File: src/rtl/fir_filter_seq.sv
// Time-multiplexed FIR filter: one signed MAC walks NTAPS taps per sample, then the
// rounded, shifted and saturated result is offered on a valid/ready output port.
module fir_filter_seq #(
  parameter  int DATA_W    = 16,
  parameter  int COEF_W    = 16,
  parameter  int NTAPS     = 10,
  parameter  int OUT_W     = 16,
  parameter  int SHIFT     = 0,
  parameter  int COEF_INIT = 1,
  localparam int ADDR_W    = $clog2(NTAPS)
) (
  input  logic              clk,
  input  logic              reset,
  input  logic              in_valid,
  output logic              in_ready,
  input  logic [DATA_W-1:0] in_data,
  output logic              out_valid,
  input  logic              out_ready,
  output logic [OUT_W-1:0]  out_data,
  output logic              out_sat,
  input  logic              coef_we,
  input  logic [ADDR_W-1:0] coef_addr,
  input  logic [COEF_W-1:0] coef_data
);

  localparam int PROD_W = DATA_W + COEF_W;
  localparam int ACC_W  = PROD_W + $clog2(NTAPS);
  localparam int RND_W  = ACC_W + 1;

  localparam logic signed [RND_W-1:0] RND_ADD =
    (SHIFT > 0) ? (RND_W'(1) << ((SHIFT > 0) ? SHIFT - 1 : 0)) : '0;
  localparam logic signed [RND_W-1:0] OUT_MAX =
    {{(RND_W - OUT_W + 1){1'b0}}, {(OUT_W - 1){1'b1}}};
  localparam logic signed [RND_W-1:0] OUT_MIN =
    {{(RND_W - OUT_W + 1){1'b1}}, {(OUT_W - 1){1'b0}}};
  localparam logic [ADDR_W:0]   ADDR_LIM = (ADDR_W + 1)'(NTAPS);
  localparam logic [ADDR_W-1:0] K_LAST   = ADDR_W'(NTAPS - 1);

  // Handshakes: a transfer happens on a rising clk edge where valid and ready are both
  // high. in_ready is high only in IDLE; out_valid stays high with out_data/out_sat
  // frozen until the edge that sees out_ready.
  typedef enum logic [1:0] {
    IDLE = 2'd0,
    MAC  = 2'd1,
    OUT  = 2'd2
  } state_t;

  state_t                   state_q, state_d;
  logic signed [DATA_W-1:0] dl_q   [NTAPS];
  logic signed [DATA_W-1:0] dl_d   [NTAPS];
  logic signed [COEF_W-1:0] coef_q [NTAPS];
  logic signed [COEF_W-1:0] coef_d [NTAPS];
  logic signed [ACC_W-1:0]  acc_q, acc_d;
  logic [ADDR_W-1:0]        k_q, k_d;
  logic                     out_valid_q, out_valid_d;
  logic [OUT_W-1:0]         out_data_q, out_data_d;
  logic                     out_sat_q, out_sat_d;

  logic signed [PROD_W-1:0] prod;
  logic signed [ACC_W-1:0]  acc_sum;
  logic signed [RND_W-1:0]  rnd;
  logic signed [RND_W-1:0]  res;
  logic [OUT_W-1:0]         sat_data;
  logic                     sat_flag;

  // The datapath always computes the final value of the current tap; it is only
  // committed to the output registers on the last tap.
  always_comb begin
    prod    = coef_q[k_q] * dl_q[k_q];
    acc_sum = acc_q + {{(ACC_W - PROD_W){prod[PROD_W-1]}}, prod};
    rnd     = {acc_sum[ACC_W-1], acc_sum} + RND_ADD;
    res     = rnd >>> SHIFT;
    if (res > OUT_MAX) begin
      sat_data = OUT_MAX[OUT_W-1:0];
      sat_flag = 1'b1;
    end else if (res < OUT_MIN) begin
      sat_data = OUT_MIN[OUT_W-1:0];
      sat_flag = 1'b1;
    end else begin
      sat_data = res[OUT_W-1:0];
      sat_flag = 1'b0;
    end
  end

  always_comb begin
    state_d     = state_q;
    dl_d        = dl_q;
    coef_d      = coef_q;
    acc_d       = acc_q;
    k_d         = k_q;
    out_valid_d = out_valid_q;
    out_data_d  = out_data_q;
    out_sat_d   = out_sat_q;
    case (state_q)
      IDLE: begin
        // A write in the accept cycle lands before the MAC reads coef_q.
        if (coef_we && ({1'b0, coef_addr} < ADDR_LIM)) begin
          coef_d[coef_addr] = coef_data;
        end
        if (in_valid) begin
          for (int i = NTAPS - 1; i > 0; i--) begin
            dl_d[i] = dl_q[i-1];
          end
          dl_d[0] = in_data;
          acc_d   = '0;
          k_d     = '0;
          state_d = MAC;
        end
      end
      MAC: begin
        acc_d = acc_sum;
        k_d   = k_q + ADDR_W'(1);
        if (k_q == K_LAST) begin
          out_data_d  = sat_data;
          out_sat_d   = sat_flag;
          out_valid_d = 1'b1;
          k_d         = '0;
          state_d     = OUT;
        end
      end
      OUT: begin
        if (out_ready) begin
          out_valid_d = 1'b0;
          state_d     = IDLE;
        end
      end
      default: begin
        out_valid_d = 1'b0;
        state_d     = IDLE;
      end
    endcase
  end

  always_ff @(posedge clk or posedge reset) begin
    if (reset) begin
      state_q     <= IDLE;
      acc_q       <= '0;
      k_q         <= '0;
      out_valid_q <= 1'b0;
      out_data_q  <= '0;
      out_sat_q   <= 1'b0;
      for (int i = 0; i < NTAPS; i++) begin
        dl_q[i]   <= '0;
        coef_q[i] <= COEF_W'(COEF_INIT);
      end
    end else begin
      state_q     <= state_d;
      acc_q       <= acc_d;
      k_q         <= k_d;
      out_valid_q <= out_valid_d;
      out_data_q  <= out_data_d;
      out_sat_q   <= out_sat_d;
      dl_q        <= dl_d;
      coef_q      <= coef_d;
    end
  end

  assign in_ready  = (state_q == IDLE);
  assign out_valid = out_valid_q;
  assign out_data  = out_data_q;
  assign out_sat   = out_sat_q;

endmodule

File: config.mk
export PLATFORM = sky130hd
export DESIGN_NAME = fir_filter_seq
export DESIGN_NICKNAME = d
export VERILOG_FILES = /design/src/rtl/fir_filter_seq.sv
export SDC_FILE = /design/constraint.sdc
export NUM_CORES = 2
export LEC_CHECK = 0
export ABC_AREA = 1
export CORE_MARGIN = 2
export CORE_UTILIZATION = 40
export DETAILED_ROUTE_END_ITERATION = 8
export SYNTH_ARGS = -nofsm -noshare
export SYNTH_HDL_FRONTEND = slang
export SYNTH_SLANG_ARGS = --single-unit
File: constraint.sdc
create_clock -name clk -period 18.4 [get_ports clk]
set_input_delay 3.68 -clock clk [delete_from_list [all_inputs] [get_ports clk]]
set_output_delay 3.68 -clock clk [all_outputs]
set_load 0.03 [all_outputs]
# == After elaboration in Yosys (flattened, before gate mapping) ==
# Index checks and enable logic that the tools add are counted.
# totals
output_inout_bits,19
ff_bits,380
# classes
bitwise,3
n_eq_ne,6
n_reduce_logical,10
mul,1
n_lt_le_gt_ge,6
addsub,2
n_mux,25
# op_table
operator,count
160-bit bitwise mux,1
16-bit binary-select mux with 4-bit select,2
16-bit two-way mux,7
36-bit one-hot mux with 2 select lines,1
16-bit demux with 4-bit select,1
36-bit adder,1
36-bit by 16-bit greater-than comparator with 1-bit output (second input constant),1
36-bit by 16-bit less-than comparator with 1-bit output (second input constant),1
36-bit two-way mux,1
16-bit by 16-bit multiplier with 32-bit output,1
5-bit >= comparator (second input constant),2
4-bit NOT with 5-bit output,2
4-bit two-way mux,2
4-bit one-hot mux with 2 select lines,1
2-bit AND reduction,4
2-bit two-way mux,3
2-bit != test (second input constant),3
2-bit one-hot mux with 3 select lines,1
3-bit AND reduction,2
5-bit by 1-bit less-than comparator with 1-bit output (second input constant),1
4-bit by 1-bit adder with 4-bit output (second input constant),1
4-bit == test (second input constant),1
4-bit less-than comparator (second input constant),1
1-bit two-way mux,4
other kinds (7),8

# == Longest topological paths before layout ==
# depth
word_depth,9
depth_mapped,55

# == Worst setup path before layout ==
# OpenSTA, ideal clock, no wires.
# synth_timing
kind,register to register
from,reg k_q[0]
to,reg out_data_q[0] (netlist: out_data[0])
t_required_ps,18280
slack_ps,9530
arrival_ps,8750
setup_time_ps,120
path_stages_with_launch,49
path_cell_list,dfrtp_1 -> buf_2 -> inv_1 -> buf_2 -> buf_2 -> buf_1 -> nand2_1 -> a21oi_1 -> a31o_2 -> clkbuf_1 -> nand2_1 -> fa_1 -> inv_1 -> fa_1 -> inv_1 -> fa_1 -> inv_1 -> fa_1 -> [... 13 more ...] -> a21oi_1 -> o21ai_0 -> xnor2_1 -> inv_1 -> ha_1 -> nand2_1 -> nor2_1 -> nand2_1 -> nor2_2 -> nand3_1 -> nand3_2 -> xor2_1 -> nand2_1 -> nor2_1 -> nand3_1 -> a21oi_4 -> buf_8 -> a21oi_2
# synth_via
elab_chain_cells,9
word_cells_on_any_way,15
# synth_lines
element,line_no,text
"start, declared",54,"logic [ADDR_W-1:0] k_q, k_d;"
"start signal, assigned",149,k_q <= k_d;
4-bit NOT with 5-bit output (implied by the code),69,prod = coef_q[k_q] * dl_q[k_q];
16-bit binary-select mux with 4-bit select,69,
16-bit two-way mux (implied by the code) (2 in a row),69,
16-bit by 16-bit multiplier with 32-bit output,69,
36-bit adder,70,"acc_sum = acc_q + {{(ACC_W - PROD_W){prod[PROD_W-1]}}, prod};"
36-bit by 16-bit less-than comparator with 1-bit output,76,end else if (res < OUT_MIN) begin
16-bit two-way mux,76,
16-bit two-way mux,73,if (res > OUT_MAX) begin
"end signal, assigned",151,out_data_q <= out_data_d;
"end, declared",56,"logic [OUT_W-1:0] out_data_q, out_data_d;"
# Parallel ways exist; a longest one is shown, timed or not. The select of a mux whose other input is x is not followed.
# A chain may end at the register's enable or synchronous reset.

# == Worst setup path in the final report ==
# layout_timing
from,reg k_q[2]
to,reg out_data_q[14] (netlist: out_data[14])
# Same word-level chain as after synthesis.

==> results.tsv <==
metric	value	unit
area_growth	9.98	%
synthArstFlopShare	1.00	
post_cts_resized	0	
maxSlewViolCount	0	
htreeDepth	2	
postSynthCellCount	3707	
syn_area	29300	um2
antenna_found_initial	1	
cts_tree	built	
setup_violations	0	
synth-main-ff-cell	dfrtp_1	
synth.avg_cell_area	7.91	um2
min_period	11.05	ns
worstPathRequired	18.87	ns
die_y	275	um
slowest_stage	o21ai_2	
min_path_type	register to register	
outcome	completed	
ys_types	48	
num-nets-final	4114	
drc	0	
yosys_warnings	0	
drtIter0Drc	1791	
wl_per_cell	17.1	um
rows	99	
maxCapViolCount	0	
routed-via-count	23900	
start_util	0.403	
cts.clk_slew.worst_paths	0.06	ns
postCtsSetupBuffers	0	
n_fill_cell	7451	
synth_edf_count	0	
grt_pass1_vias	24100	
track_usage	0.220	
drive_above_1_share	0.0543	
clk_path_buf_depth	3	
max_stage_delay	0.90	ns
worst_pin_slew	1.05	ns
cts_buffers	45	
max-slew-margin-rel	0.296	
port-buffer-count	59	
critical_path_class	register to register	
die_width	275	um
cts_sinks	380	
synth-seq-cells	380	
crit_fanout	42	
clk_latency	0.61	ns
antennaDiodeCount	0	
critPathMostFrequentCell	nand2_1	
rsz0062_at_grt	no	
pin_count	60	
cts-root-buf	clkbuf_16	
first_pass_iters	8	
max_freq	90.5	MHz
grt.overflow.total	0	
ant_nets	0	
drt_wl_total	80200	um
finalHoldViolations	0	
tns	0	ns
gp_congestion	0.934	
skew	0.0473	ns
ys_seq_area_frac	0.325	
hold_buffers	0	
viasPerCell	5.10	
grt_max_degree	112	
coreArea	72800	um2
syn_nets	4130	
grt_pass1_wl	132000	um
crit_path_end_kind	register	
crit_arrival	11.52	ns
die_area	75500	um2
finalCritPeriodShare	0.601	
startpoint_type	register	
dp_hpwl	56900	um
==> layout make-up <==
class,instances,area [um2],share of cell area
tap,959,1200,0.0372
sequential,380,9530,0.295
clock inverter,16,191,0.00593
inverter,677,2550,0.0792
clock buffer,62,1250,0.0388
multi-input combinational,2483,16600,0.515
timing repair buffer,104,928,0.0288
==> flip-flops by register name (all words and copies together) (netlist names) <==
name       flops
out_sat        1
state_q        2
out_data      16
k_q            4
dl_q         160
coef_q       160
acc_q         36
out_valid      1
==> critical path: cells and delay by family (launching register included) <==
family	cells	cell delay [ns]
simple gates	17	3.01
fa+ha+maj	8	4.01
compound gates	6	2.17
buf+inv	7	1.06
flops	1	0.38
xor+xnor	1	0.18
==> synth_stat cells, types with 2 or more instances <==
cell / number / share of area
a22o_1: 13 / 0.0039
mux2i_1: 4 / 0.0014
o211ai_1: 7 / 0.0018
fa_1: 263 / 0.18
xnor2_1: 19 / 0.0057
inv_2: 9 / 0.0012
nand3_1: 95 / 0.016
o221ai_1: 25 / 0.0075
a31oi_1: 5 / 0.0011
nor4_1: 3 / 0.00064
nand3_2: 10 / 0.0034
nand4_1: 23 / 0.0049
dfrtp_1: 370 / 0.32
nand2_4: 2 / 0.00077
nor2_1: 173 / 0.022
nand2_2: 14 / 0.0030
buf_2: 17 / 0.0029
o22ai_1: 11 / 0.0023
a32o_1: 10 / 0.0034
clkbuf_1: 131 / 0.017
o21ai_1: 12 / 0.0020
nand2_1: 949 / 0.12
nor3_2: 2 / 0.00068
a21oi_2: 14 / 0.0042
a21boi_1: 2 / 0.00051
o21bai_1: 5 / 0.0013
ha_1: 119 / 0.051
xor2_1: 35 / 0.010
nor3_1: 7 / 0.0012
a211oi_1: 2 / 0.00051
o21ai_0: 486 / 0.083
dfstp_2: 10 / 0.0090
buf_1: 17 / 0.0022
a21oi_1: 145 / 0.025
nor2_2: 10 / 0.0021
inv_1: 667 / 0.085
nand3b_1: 4 / 0.0010
a31o_2: 7 / 0.0021
==> metrics by stage <==
stage	setup WS (ns)	hold slack, ns	instance area (um2)	std cells	util
global placement	7.43	0.461	30800	4603	0.423
CTS	7.42	0.482	32300	4681	0.443
detailed placement	7.47	0.468	30800	4603	0.423
global route	6.70	0.489	32300	4681	0.443
finish	7.35	0.479	32300	4681	0.443
floorplan	4.18	0.448	29300	3707	-
==> cell families (layout without fill, tap and decap cells) <==
family,count (synthesis),in the layout,share of synthesized area
AND/OR/NAND/NOR,1294,1294,0.178
buffers and inverters,844,859,0.110
AO/OA/AOI/OAI,749,749,0.140
adder cells (fa/ha/maj),382,382,0.230
flip-flops,380,380,0.325
XOR/XNOR,54,54,0.0161
multiplexers,4,4,0.00137
==> per-layer routing <==
| metal | GRT usage | wire length (um) |
|---|---|---|
| met4 | 0.0560 | 1910 |
| met1 | 0.308 | 36800 |
| met2 | 0.356 | 37000 |
| met3 | 0.0332 | 4450 |
| met5 | 0 | 9 |
==> path summary, 6_finish.rpt <==
kind	start	endpoint	slack, ns	cells after the start
max	k_q[2]	out_data[14]	7.35	39
min	coef_q[133]	coef_q[133]	0.48	2
max reg2reg	k_q[2]	out_data[14]	7.35	39
min reg2reg	coef_q[133]	coef_q[133]	0.48	2
max in group asynchronous	reset	dl_q[104]	12.27	4
min in group asynchronous	reset	coef_q[2]	3.65	2
==> placed cells by master (no fill, tap or decap), types with 8 or more instances in the layout <==
cell type and instances:
buf_4 45, o21ai_0 486, dfstp_2 10, a21oi_1 145, o22ai_1 11, clkinv_2 8, nand2_2 14, inv_2 10
fa_1 263, a32o_1 10, xnor2_1 19, xor2_1 35, clkbuf_1 11, inv_1 663, nand2_1 948, nand3_1 95
nor2_1 172, nand4_1 23, clkbuf_16 45, a21oi_2 14, a22o_1 13, o221ai_1 25, nand3_2 10, dfrtp_1 367
clkdlybuf4s50_1 59, ha_1 119, nor2_2 11, o21ai_1 11
Power is not shown: default switching activity piles up to over one toggle a cycle in this logic, so the estimate is an artifact.
